--- config.mk ---
export PLATFORM = sky130hd
export DESIGN_NAME = btn_cond
export DESIGN_NICKNAME = d
export VERILOG_FILES = /design/src/rtl/btn_cond.sv
export SDC_FILE = /design/constraint.sdc
export NUM_CORES = 1
export LEC_CHECK = 0
export ABC_CLOCK_PERIOD_IN_PS = 1800
export CAP_MARGIN = 20
export CORE_MARGIN = 4
export CORE_UTILIZATION = 55
export CTS_BUF_LIST = sky130_fd_sc_hd__clkbuf_4
export DETAILED_ROUTE_END_ITERATION = 12
export GPL_TIMING_DRIVEN = 1
export PLACE_DENSITY = 0.82
export SLEW_MARGIN = 20
export SYNTH_ARGS = -nofsm -noshare
export SYNTH_HDL_FRONTEND = slang
export SYNTH_SLANG_ARGS = --single-unit
--- constraint.sdc ---
create_clock -name ext_clk -period 1.8 [get_ports ext_clk]
set_input_delay 0.18 -clock ext_clk [delete_from_list [all_inputs] [get_ports ext_clk]]
set_output_delay 0.18 -clock ext_clk [all_outputs]
set_load 0.03 [all_outputs]
--- src/rtl/btn_cond.sv ---
`timescale 1ns/1ps
// ============================================================================
// btn_cond
// ----------------------------------------------------------------------------
// Multi-channel push-button conditioner for the DAPA2014 board top level.
// Every raw button goes through a 2-flop synchroniser and a counter-based
// debouncer, and produces one-cycle rise/fall strobes. A button-combination
// detector turns "hold these buttons together" into one clean, stretched,
// synchronous reset request per press.
//
// Parameters:
//   N_BTN      number of button channels (1..16)
//   DEB_W      width of each per-channel debounce counter
//   DEB_CYCLES cycles an input must differ from the stable level before it
//              is accepted (1..2^DEB_W-1)
//   RST_MASK   N_BTN-bit mask of buttons forming the reset combination;
//              an all-zero mask disables the detector
//   RST_LEN    length of the reset request pulse in cycles (1..255)
//
// Ports:
//   ext_clk     in   1      system clock, rising edge
//   reset       in   1      asynchronous, active-low reset
//   btn_in      in   N_BTN  raw asynchronous active-high buttons
//   btn_out     out  N_BTN  debounced stable level per channel
//   btn_rise    out  N_BTN  one-cycle strobe on btn_out 0->1
//   btn_fall    out  N_BTN  one-cycle strobe on btn_out 1->0
//   rst_req_out out  1      registered reset request, RST_LEN cycles long
// ============================================================================
module btn_cond #(
   parameter int               N_BTN      = 4,
   parameter int               DEB_W      = 16,
   parameter int               DEB_CYCLES = 50000,
   parameter logic [N_BTN-1:0] RST_MASK   = N_BTN'(4'b0011),
   parameter int               RST_LEN    = 16
) (
   input  logic             ext_clk,
   input  logic             reset,
   input  logic [N_BTN-1:0] btn_in,
   output logic [N_BTN-1:0] btn_out,
   output logic [N_BTN-1:0] btn_rise,
   output logic [N_BTN-1:0] btn_fall,
   output logic             rst_req_out
);

   // Terminal value of a debounce counter. Reaching it means the synchronised
   // input has differed from btn_out for DEB_CYCLES consecutive cycles.
   localparam logic [DEB_W-1:0] DEB_LAST  = DEB_W'(DEB_CYCLES - 1);

   // Value loaded into the pulse counter on entry to FIRE. The request stays
   // high while the counter walks from RCNT_LOAD down to zero inclusive.
   localparam logic [7:0]       RCNT_LOAD = 8'(RST_LEN - 1);

   typedef enum logic [1:0] {
      IDLE,
      FIRE,
      WAIT_REL
   } combo_state_t;

   logic [N_BTN-1:0] s1;
   logic [N_BTN-1:0] s2;
   logic [DEB_W-1:0] cnt [N_BTN];

   combo_state_t     state;
   combo_state_t     state_next;
   logic [7:0]       rcnt;
   logic [7:0]       rcnt_next;
   logic             rst_req_next;
   logic [N_BTN-1:0] masked;
   logic             combo_full;

   // Two-stage synchroniser. The raw pins are asynchronous to ext_clk, so only
   // the second stage is allowed to feed any decision logic.
   always_ff @(posedge ext_clk or negedge reset) begin
      if (!reset) begin
         s1 <= '0;
         s2 <= '0;
      end else begin
         s1 <= btn_in;
         s2 <= s1;
      end
   end

   // Per-channel debouncer. Each counter only runs while the synchronised
   // input disagrees with the accepted level; any cycle of agreement clears
   // it, so a glitch shorter than DEB_CYCLES never reaches btn_out. The
   // counter is cleared on acceptance, so it can never wrap. The strobes are
   // registered alongside btn_out so they are high exactly in the cycle in
   // which the new level first appears.
   always_ff @(posedge ext_clk or negedge reset) begin
      if (!reset) begin
         btn_out  <= '0;
         btn_rise <= '0;
         btn_fall <= '0;
         for (int i = 0; i < N_BTN; i++) begin
            cnt[i] <= '0;
         end
      end else begin
         for (int i = 0; i < N_BTN; i++) begin
            btn_rise[i] <= 1'b0;
            btn_fall[i] <= 1'b0;
            if (s2[i] == btn_out[i]) begin
               cnt[i] <= '0;
            end else if (cnt[i] == DEB_LAST) begin
               btn_out[i]  <= s2[i];
               btn_rise[i] <= s2[i];
               btn_fall[i] <= ~s2[i];
               cnt[i]      <= '0;
            end else begin
               cnt[i] <= cnt[i] + 1'b1;
            end
         end
      end
   end

   // The detector only looks at the debounced levels of the masked buttons.
   // An all-zero mask would otherwise match permanently, so it disables the
   // detector outright.
   always_comb begin
      masked     = btn_out & RST_MASK;
      combo_full = (RST_MASK != '0) && (masked == RST_MASK);
   end

   // Combination detector state register. rst_req_out is registered here
   // rather than decoded from the state so the request line is glitch-free.
   always_ff @(posedge ext_clk or negedge reset) begin
      if (!reset) begin
         state       <= IDLE;
         rcnt        <= '0;
         rst_req_out <= 1'b0;
      end else begin
         state       <= state_next;
         rcnt        <= rcnt_next;
         rst_req_out <= rst_req_next;
      end
   end

   // Combination detector next-state logic.
   // IDLE arms on the full combination and launches the pulse. FIRE keeps the
   // request high until the counter has been seen at zero, regardless of what
   // the buttons do meanwhile, so an early release cannot shorten the pulse.
   // WAIT_REL swallows the still-held combination and only re-arms once at
   // least one masked button has been released, giving one request per press.
   always_comb begin
      state_next   = state;
      rcnt_next    = rcnt;
      rst_req_next = 1'b0;
      case (state)
         IDLE: begin
            if (combo_full) begin
               state_next   = FIRE;
               rcnt_next    = RCNT_LOAD;
               rst_req_next = 1'b1;
            end
         end
         FIRE: begin
            if (rcnt == 8'd0) begin
               state_next   = WAIT_REL;
               rst_req_next = 1'b0;
            end else begin
               rcnt_next    = rcnt - 8'd1;
               rst_req_next = 1'b1;
            end
         end
         WAIT_REL: begin
            if (!combo_full) begin
               state_next = IDLE;
            end
         end
         default: begin
            state_next = IDLE;
            rcnt_next  = '0;
         end
      endcase
   end

endmodule
; ---- Word level (Yosys, flattened, before mapping)
; Index checks and enable logic that the tools add are counted.
[op_classes]
n_eq_ne = 15
add_sub_neg = 5
reduce_logical = 8
bitwise_logic = 9
muxes = 34
[op_table]
columns = op, count
row1 = 16-bit 2-to-1 mux, 8
row2 = "16-bit by 1-bit adder with 16-bit output, second input constant", 4
row3 = "16-bit == test, second input constant", 4
row4 = 8-bit one-hot mux with 3 select lines, 1
row5 = 1-bit 2-to-1 mux, 18
row6 = 8-bit 2-to-1 mux, 2
row7 = 1-bit NOT, 9
row8 = 8-bit zero test, 1
row9 = "2-bit != test, second input constant", 4
row10 = 2-bit AND reduction, 4
row11 = "8-bit by 1-bit subtractor with 8-bit output, second input constant", 1
row12 = 2-bit 2-to-1 mux, 3
row13 = 2-bit one-hot mux with 3 select lines, 1
row14 = 3-bit AND reduction, 2
row15 = 1-bit == test, 4
row16 = "2-bit == test, second input constant", 2
row17 = "2-bit by 1-bit == test with 1-bit output, second input constant", 1
row18 = 2-bit zero test, 1
row19 = 1-bit one-hot mux with 2 select lines, 1
[totals]
input_bits = 6
elab_cells = 86
register_bits = 95
output_inout_bits = 13

; ---- Longest topological paths before layout
; Gate-level depths: netlist (run 1).
[depth]
depth_word = 3
ltp_mapped = 7
depth_no_buf = 6

; ---- Least setup slack after synthesis (run 1)
; No wires, ideal clock.
[synth_timing]
path_type = reg-to-reg
startpoint = register cnt[39] (netlist name)
endpoint = register cnt[47] (netlist name)
synth_period_minus_slack_ps = 1581
arrival_time_ps = 1507
required_time_ps = 1727
setup_ps = 73
path_stages_with_launch = 6
path_slack_ps = 219
path_cell_list = dfrtp_1 buf_4 nand2_2 or3_4 or4_4 a21oi_2
[synth_via]
elab_chain_len = 3
word_cells_on_any_way = 4
[synth_rtl]
columns = item, line_no
row1 = start: declaration, 61  ; logic [DEB_W-1:0] cnt [N_BTN];
row2 = start signal: indexed assignment, 109  ; cnt[i] <= cnt[i] + 1'b1;
row3 = 16-bit by 1-bit adder with 16-bit output / 16-bit == test (equally long branches), "109, 103"
row4 = 16-bit 2-to-1 mux (*), 103  ; end else if (cnt[i] == DEB_LAST) begin
row5 = 16-bit 2-to-1 mux (*), 101  ; if (s2[i] == btn_out[i]) begin
; Every way passes the cells marked *; elsewhere a longest branch is shown, timed or not.
; A chain may end at the register's enable or synchronous reset.

; ---- Worst setup path after layout (run 1)
[layout_timing]
startpoint = register cnt[43] (netlist name)
endpoint = register cnt[47] (netlist name)
; The elaborated chain is that of the path after synthesis.

==> results of run 1 <==
## cell usage after synthesis, drive strengths merged
master   instances  area, µm²
and4bb           1       12.5
and2             1       6.26
nand4b           5       43.8
a21o             1       7.51
nand4           18        113
nor2b            1       6.26
nor4            18        113
o31ai            2       15.0
nor4bb           6       60.1
dfrtp           95       2380
buf              5       27.5
and3             8       51.3
mux2i            2       20.0
o32ai            2       17.5
a2bb2oi          1       8.76
xnor2           49        429
mux2             4       45.0
clkbuf           5       18.8
ha               6       75.1
xor2             9       78.8
nor2            74        278
nand4bb          2       22.5
a211oi           1       7.51
nor3b            9       67.6
nand3           23        115
a31o             2       17.5
or4              2       18.8
a31oi            2       12.5
o21ai            5       25.0
nor3            19       95.1
nor4b            5       43.8
inv             16       60.1
nand2           22       85.1
or3              4       31.3
a21oi           11       58.8
## cells in the final DEF (no fill, tap or decap), types with 3 or more instances in the layout
master,n
sky130_fd_sc_hd__inv_1,16
sky130_fd_sc_hd__a21oi_1,10
sky130_fd_sc_hd__nand2_1,20
sky130_fd_sc_hd__nor4_1,18
sky130_fd_sc_hd__nor2_1,74
sky130_fd_sc_hd__clkdlybuf4s50_1,13
sky130_fd_sc_hd__clkbuf_4,9
sky130_fd_sc_hd__xnor2_1,49
sky130_fd_sc_hd__nand4_1,18
sky130_fd_sc_hd__nand3_1,23
sky130_fd_sc_hd__dlygate4sd2_1,3
sky130_fd_sc_hd__ha_1,6
sky130_fd_sc_hd__nor3_1,19
sky130_fd_sc_hd__nand4b_1,5
sky130_fd_sc_hd__nor4bb_1,6
sky130_fd_sc_hd__and3_1,7
sky130_fd_sc_hd__dfrtp_1,95
sky130_fd_sc_hd__buf_4,12
sky130_fd_sc_hd__nor4b_1,5
sky130_fd_sc_hd__nor3b_1,9
sky130_fd_sc_hd__mux2_2,4
sky130_fd_sc_hd__xor2_1,9
sky130_fd_sc_hd__o21ai_0,5
## timing repair
action,4_1_cts,5_1_grt
setup endpoints to repair,3,7
resized for setup,3,2
hold endpoints to repair,33,0
buffers inserted,0,1
hold buffers,1,0
cloned,0,0
## cell families after synthesis
logic type	count (synthesis)	synth area share
compound gates	27	0.0381
xor+xnor	58	0.114
fa+ha+maj	6	0.0168
buf+inv	26	0.0238
flops	95	0.533
mux	6	0.0146
simple gates	218	0.260
## per-stage QoR
step | hold slack [ps] | worst slack, ps
2_1_floorplan | -116 | 219
3_3_place_gp | 175 | 200
3_5_place_dp | 178 | 78.9
4_1_cts | 136 | 27.6
5_1_grt | 131 | 2.77
6_report | 167 | 103
## final cells by class
cell class / count / area, µm² / area share
sequential: 95 / 2380 / 0.474
multi-input combinational: 315 / 1980 / 0.395
timing repair buffer: 32 / 309 / 0.0616
tap: 102 / 128 / 0.0254
clock inverter: 7 / 95.1 / 0.0189
clock buffer: 9 / 67.6 / 0.0135
inverter: 16 / 60.1 / 0.0120
## metal layers
| metal | track usage | vias to the layer above |
|---|---|---|
| li1 | - | 1600 |
| met4 | 0.0682 | 0 |
| met1 | 0.236 | 1581 |
| met2 | 0.296 | 85 |
| met3 | 0.0400 | 25 |
| met5 | 0 | - |
## flip-flops by register name (all words and copies together), names as in the netlist, 2 cells and up
| name | count |
|---|---|
| btn_out | 4 |
| cnt | 64 |
| btn_fall | 4 |
| s2 | 4 |
| s1 | 4 |
| btn_rise | 4 |
| state | 2 |
| rcnt | 8 |
## power breakdown
group          total (W)  switching [W]  internal [W]
sequential       0.00219      0.0000292       0.00216
combinational   0.000135      0.0000833     0.0000520
clock            0.00126       0.000691      0.000569
total            0.00359       0.000804       0.00279
## how the worst min path moves through the flow
stage	endpoint	depth (start not counted)	startpoint	slack (ps)
2_1_floorplan	btn_fall[0]	0	reset	-120
4_1_cts	s1[0]	1	btn_in[0]	140
3_5_place_dp	cnt[26]	1	reset	180
5_1_grt	s1[1]	1	btn_in[1]	130
6_report	s1[0]	1	btn_in[0]	170
3_3_place_gp	cnt[26]	1	reset	180
==> run summary, run 1 <==
RUN STATUS
--------------------------------------------------------------------------------------
Outcome                                                                      completed

FLOORPLAN
--------------------------------------------------------------------------------------
Initial Utilization                                                              0.572
Die outline area                                                              9620 µm²
Die height                                                                     98.1 µm
Number of top-level pins                                                            19
Horiz. Die Dim                                                                 98.1 µm
Num rows                                                                            32
Core Area                                                                     7810 µm²

CTS
--------------------------------------------------------------------------------------
CTS root buffer                                                           sky130_fd_sc_hd__clkbuf_4
Clock transition at path regs                                                   140 ps
Clock sink total                                                                    95
Maximum count of clock buffers along a single path                                   2
Worst-skew pair later-pin latency                                               430 ps
Maximum level of the CTS H-tree                                                      3
Num CTS Buffers                                                                      9
Clock tree from TritonCTS                                                          yes

LAYOUT
--------------------------------------------------------------------------------------
Fraction of layout instances using a drive strength above 1                     0.0907
Design Area, Final                                                            5020 µm²
Number of filler cells placed in the layout                                        616
Core occupancy in the finished layout                                            0.643
Number of cells in the finished layout apart from fillers                          576
Area Overhead vs Synth                                                           12.4%
Layout Nets                                                                        481
Diode insertion count for antenna repair                                             0

SETUP PATH
--------------------------------------------------------------------------------------
Library cell contributing the largest single delay on the critical path   sky130_fd_sc_hd__or4_4
Cell family with the largest share of critical-path delay                 simple AND/OR/NAND/NOR gates
Required time reported for the critical path endpoint                          2170 ps
Register-to-register path setup slack                                           100 ps
Critical path startpoint category                                             register
Signal arrival time at the worst endpoint                                      2060 ps
WS Path Type                                                                reg -> reg
Launching element of the worst setup path                                      cnt[43]
Buf/Inv on CP                                                                        0
Critical register-to-register path endpoint                                    cnt[47]
Beginning of the worst register-to-register path                               cnt[43]
Capture point of the critical path                                             cnt[47]
Ordered list of cells on the worst path                                   nand4_1 > or3_4 > or4_4 > a21oi_2
Setup crit end kind                                                           register
R2R depth                                                                            4
Crit path depth                                                                      4
Largest fanout on the critical path                                                  5
Highest cell delay on the worst timing path                                     520 ps

TIMING
--------------------------------------------------------------------------------------
Fin Clk Skew                                                                   9.23 ps
Share of the cycle needed by the critical path after routing                     0.943
Number of failing setup endpoints in the final timing report                         0
Worst slew margin                                                                0.676
Final-layout setup total negative slack                                           0 ps
Pins Over Slew Limit                                                                 0
RSZ-0062 raised after global routing                                                no
Fmax                                                                           589 MHz
Final hold viol count                                                                0
Worst Max-Slew Pin Slew                                                         485 ps
Tmin final                                                                     1700 ps

GLOBAL ROUTING
--------------------------------------------------------------------------------------
Number of global-route vias before repair                                         3307
Number of antenna violations at the first check in global routing                    0
Pin count of the biggest net entering global routing                                36
Aggregate global-route resource usage                                            0.181
First-pass GRT wire length                                                     14.5 mm
Total congestion overflow                                                            0

PWR
--------------------------------------------------------------------------------------
Post-layout power                                                            0.00359 W
Pwr dens                                                                    715 nW/µm²
Leakage power                                                                  2.06 nW
Worst-case vdd ir drop                                                      0.000437 V

SYNTHESIS
--------------------------------------------------------------------------------------
Synthesized netlist net count                                                      448
Unique masters post-synth                                                           42
Sequential element share of the synthesized area                                 0.533
Number of warning messages in the yosys log                                          0
Post-synth design cell area                                                   4460 µm²
Synth Instances                                                                    436
Average cell area after synthesis                                             10.2 µm²
Number of synthesized register bits                                                 95

HOLD PATH
--------------------------------------------------------------------------------------
Type of the tightest min-delay check                                         in -> reg

DETAILED ROUTING
--------------------------------------------------------------------------------------
Total met2 wirelength after detailed routing                                   3.96 mm
M1 wire length                                                                 3.81 mm
Wire length after detailed routing                                             8.25 mm
Iter 0 DRT Violations                                                              130
ANT nets after route                                                                 0
Drt pass-1 iters                                                                     4
Total met3 wirelength after detailed routing                                    306 µm
Routed vias/inst                                                                  5.71
Top layer reached by signal wires                                                 met4
Count of vias placed by the detailed router                                       3291
Post-detailed-route wirelength per cell                                        14.3 µm
Remaining design rule violation count                                                0

PLACED DESIGN
--------------------------------------------------------------------------------------
Final weighted congestion in routability-driven placement                        0.875
Total instance count after detailed placement                                      558
Detailed-placement wirelength estimate                                         5.88 mm
# port buffers                                                                      18
Cell area after placement                                                     4840 µm²

JOB
--------------------------------------------------------------------------------------
Maximum Capacitance Violations                                                       0

Power figures use the tool's default switching activity.
==> inputs of run 2 (changes only) <==
--- a/config.mk
+++ b/config.mk
@@ -13,6 +13,7 @@
 export DETAILED_ROUTE_END_ITERATION = 12
 export GPL_TIMING_DRIVEN = 1
 export PLACE_DENSITY = 0.82
+export SKIP_CTS_REPAIR_TIMING = 1
 export SLEW_MARGIN = 20
 export SYNTH_ARGS = -nofsm -noshare
 export SYNTH_HDL_FRONTEND = slang
==> run 2 against run 1 <==
Worst hold slack gained 1.2 ps. Cell count unchanged. Sequential power about the same. Critical path type unchanged. Largest power group unchanged. Highest routed layer unchanged.
==> run summary, run 2 (synthesis gave the netlist of run 1 again) <==
PWR
--------------------------------------------------------------------------------------
Portion of total power attributed to sequential cells                            0.611
Switching power total                                                       0.000803 W
P_int                                                                        0.00279 W
Leakage power                                                                  2.10 nW
Switching share of power                                                         0.224
Worst-case vdd ir drop                                                      0.000437 V
Pwr dens                                                                    713 nW/µm²
Post-layout power                                                            0.00359 W
Clock power frac                                                                 0.351
Logic gate share of total power                                                  0.038

LAYOUT
--------------------------------------------------------------------------------------
Most frequent standard cell in the layout excluding fill and tap cells    sky130_fd_sc_hd__dfrtp_1
Most used cells in the layout excluding fill and tap cells                sky130_fd_sc_hd__dfrtp_1, sky130_fd_sc_hd__nor2_1, sky130_fd_sc_hd__xnor2_1
Top flop regs                                                             cnt (64), rcnt (8)
Core occupancy in the finished layout                                            0.644
Diode insertion count for antenna repair                                             0
Layout Nets                                                                        481
Most flops, register                                                               cnt
Fraction of layout instances using a drive strength above 1                     0.0907
Area Overhead vs Synth                                                           12.7%
Number of flip-flops under the largest register name                                64

DETAILED ROUTING
--------------------------------------------------------------------------------------
Drt pass-1 iters                                                                     4
Wire length after detailed routing                                             8.25 mm
Routed vias/inst                                                                  5.71
Post-detailed-route wirelength per cell                                        14.3 µm
Iter 0 DRT Violations                                                              135
ANT nets after route                                                                 0
Count of vias placed by the detailed router                                       3290
Remaining design rule violation count                                                0

TIMING
--------------------------------------------------------------------------------------
Final-layout setup total negative slack                                           0 ps
Tmin final                                                                     1690 ps
Fmax                                                                           591 MHz
Worst hold-check slack                                                          168 ps
Fin Clk Skew                                                                   9.23 ps
RSZ-0062 raised after global routing                                                no
Pins Over Slew Limit                                                                 0
Worst Max-Slew Pin Slew                                                         488 ps
Final hold viol count                                                                0
Number of failing setup endpoints in the final timing report                         0
Worst slew margin                                                                0.675
Share of the cycle needed by the critical path after routing                     0.939

SETUP PATH
--------------------------------------------------------------------------------------
Signal arrival time at the worst endpoint                                      2060 ps
Library cell contributing the largest single delay on the critical path   sky130_fd_sc_hd__or4_4
Required time reported for the critical path endpoint                          2170 ps
Highest cell delay on the worst timing path                                     520 ps
Register-to-register path setup slack                                           110 ps
WS Path Type                                                                reg -> reg
Critical path startpoint category                                             register
Largest fanout on the critical path                                                  5
Cell family with the largest share of critical-path delay                 simple AND/OR/NAND/NOR gates
Ordered list of cells on the worst path                                   nand4_1 > or3_4 > or4_4 > a21oi_2
Buf/Inv on CP                                                                        0
Setup crit end kind                                                           register

PLACED DESIGN
--------------------------------------------------------------------------------------
# port buffers                                                                      18
Detailed-placement wirelength estimate                                         5.88 mm
Final weighted congestion in routability-driven placement                        0.875

CTS
--------------------------------------------------------------------------------------
CTS root buffer                                                           sky130_fd_sc_hd__clkbuf_4
Maximum count of clock buffers along a single path                                   2
Maximum level of the CTS H-tree                                                      3
Worst-skew pair later-pin latency                                               430 ps
Num CTS Buffers                                                                      9
Clock sink total                                                                    95
Clock tree from TritonCTS                                                          yes
Clock transition at path regs                                                   140 ps

GLOBAL ROUTING
--------------------------------------------------------------------------------------
Number of global-route vias before repair                                         3304
Number of antenna violations at the first check in global routing                    0
GR Layer Usage met3                                                             0.0393
Pin count of the biggest net entering global routing                                36
Met2 layer usage reported by global route                                        0.296
Peak-usage layer in the global routing report                                     met2
Aggregate global-route resource usage                                            0.181
First-pass GRT wire length                                                     14.5 mm
Met1 track utilization from global routing                                       0.236
Total congestion overflow                                                            0

RUN STATUS
--------------------------------------------------------------------------------------
Outcome                                                                      completed

FLOORPLAN
--------------------------------------------------------------------------------------
Die outline area                                                              9620 µm²
Initial Utilization                                                              0.572
Num rows                                                                            32
Core Area                                                                     7810 µm²
Number of top-level pins                                                            19
Die height                                                                     98.1 µm
Horiz. Die Dim                                                                 98.1 µm

HOLD PATH
--------------------------------------------------------------------------------------
Type of the tightest min-delay check                                         in -> reg

JOB
--------------------------------------------------------------------------------------
Maximum Capacitance Violations                                                       0

## run 2: changes by cell type in the layout (fill, tap and decap cells not counted)
cell | before | now
sky130_fd_sc_hd__dlygate4sd2_1 | 3 | 0
sky130_fd_sc_hd__dlymetal6s2s_1 | 1 | 4
## run 2: worst paths after layout
check / from / cells past startpoint / end
setup / recovery: cnt[43] / 4 / cnt[47]
hold / removal: btn_in[0] / 1 / s1[0]
setup reg to reg: cnt[43] / 4 / cnt[47]
hold reg to reg: s1[0] / 0 / s2[0]
max in group asynchronous: reset / 3 / s1[2]
min in group asynchronous: reset / 2 / cnt[27]
## run 2: cell type report
class | instances | area [µm²]
Clock inverter | 7 | 95.1
Inverter | 16 | 60.1
Fill cell | 612 | 2780
Tap cell | 102 | 128
Clock buffer | 9 | 67.6
Timing Repair Buffer | 32 | 320
Sequential cell | 95 | 2380
Multi-Input combinational cell | 315 | 1980
## run 2: per-stage QoR
step                      setup slack [ps]  instance area (µm²)  cells
after detailed placement              78.9                 4840    558
after CTS                             -110                 5000    574
after global placement                 200                 4840    558
after floorplan                        219                 4460    436
after global routing                  2.77                 5030    576
final                                  109                 5030    576
## run 2: per-layer routing
metal,vias up,share of wire
li1,1600,-
met1,1591,0.47
met2,76,0.48
met3,23,0.035
met4,0,0.019
met5,-,0
## run 2: power by group through the flow
stage | logic (W) | registers [W] | clock network, W
after global placement | 0.000133 | 0.00223 | 0
after global routing | 0.000157 | 0.00220 | 0.00140
final | 0.000136 | 0.00219 | 0.00126
after floorplan | 0.0000541 | 0.00223 | 0
after detailed placement | 0.000139 | 0.00223 | 0
after CTS | 0.000139 | 0.00219 | 0.00132
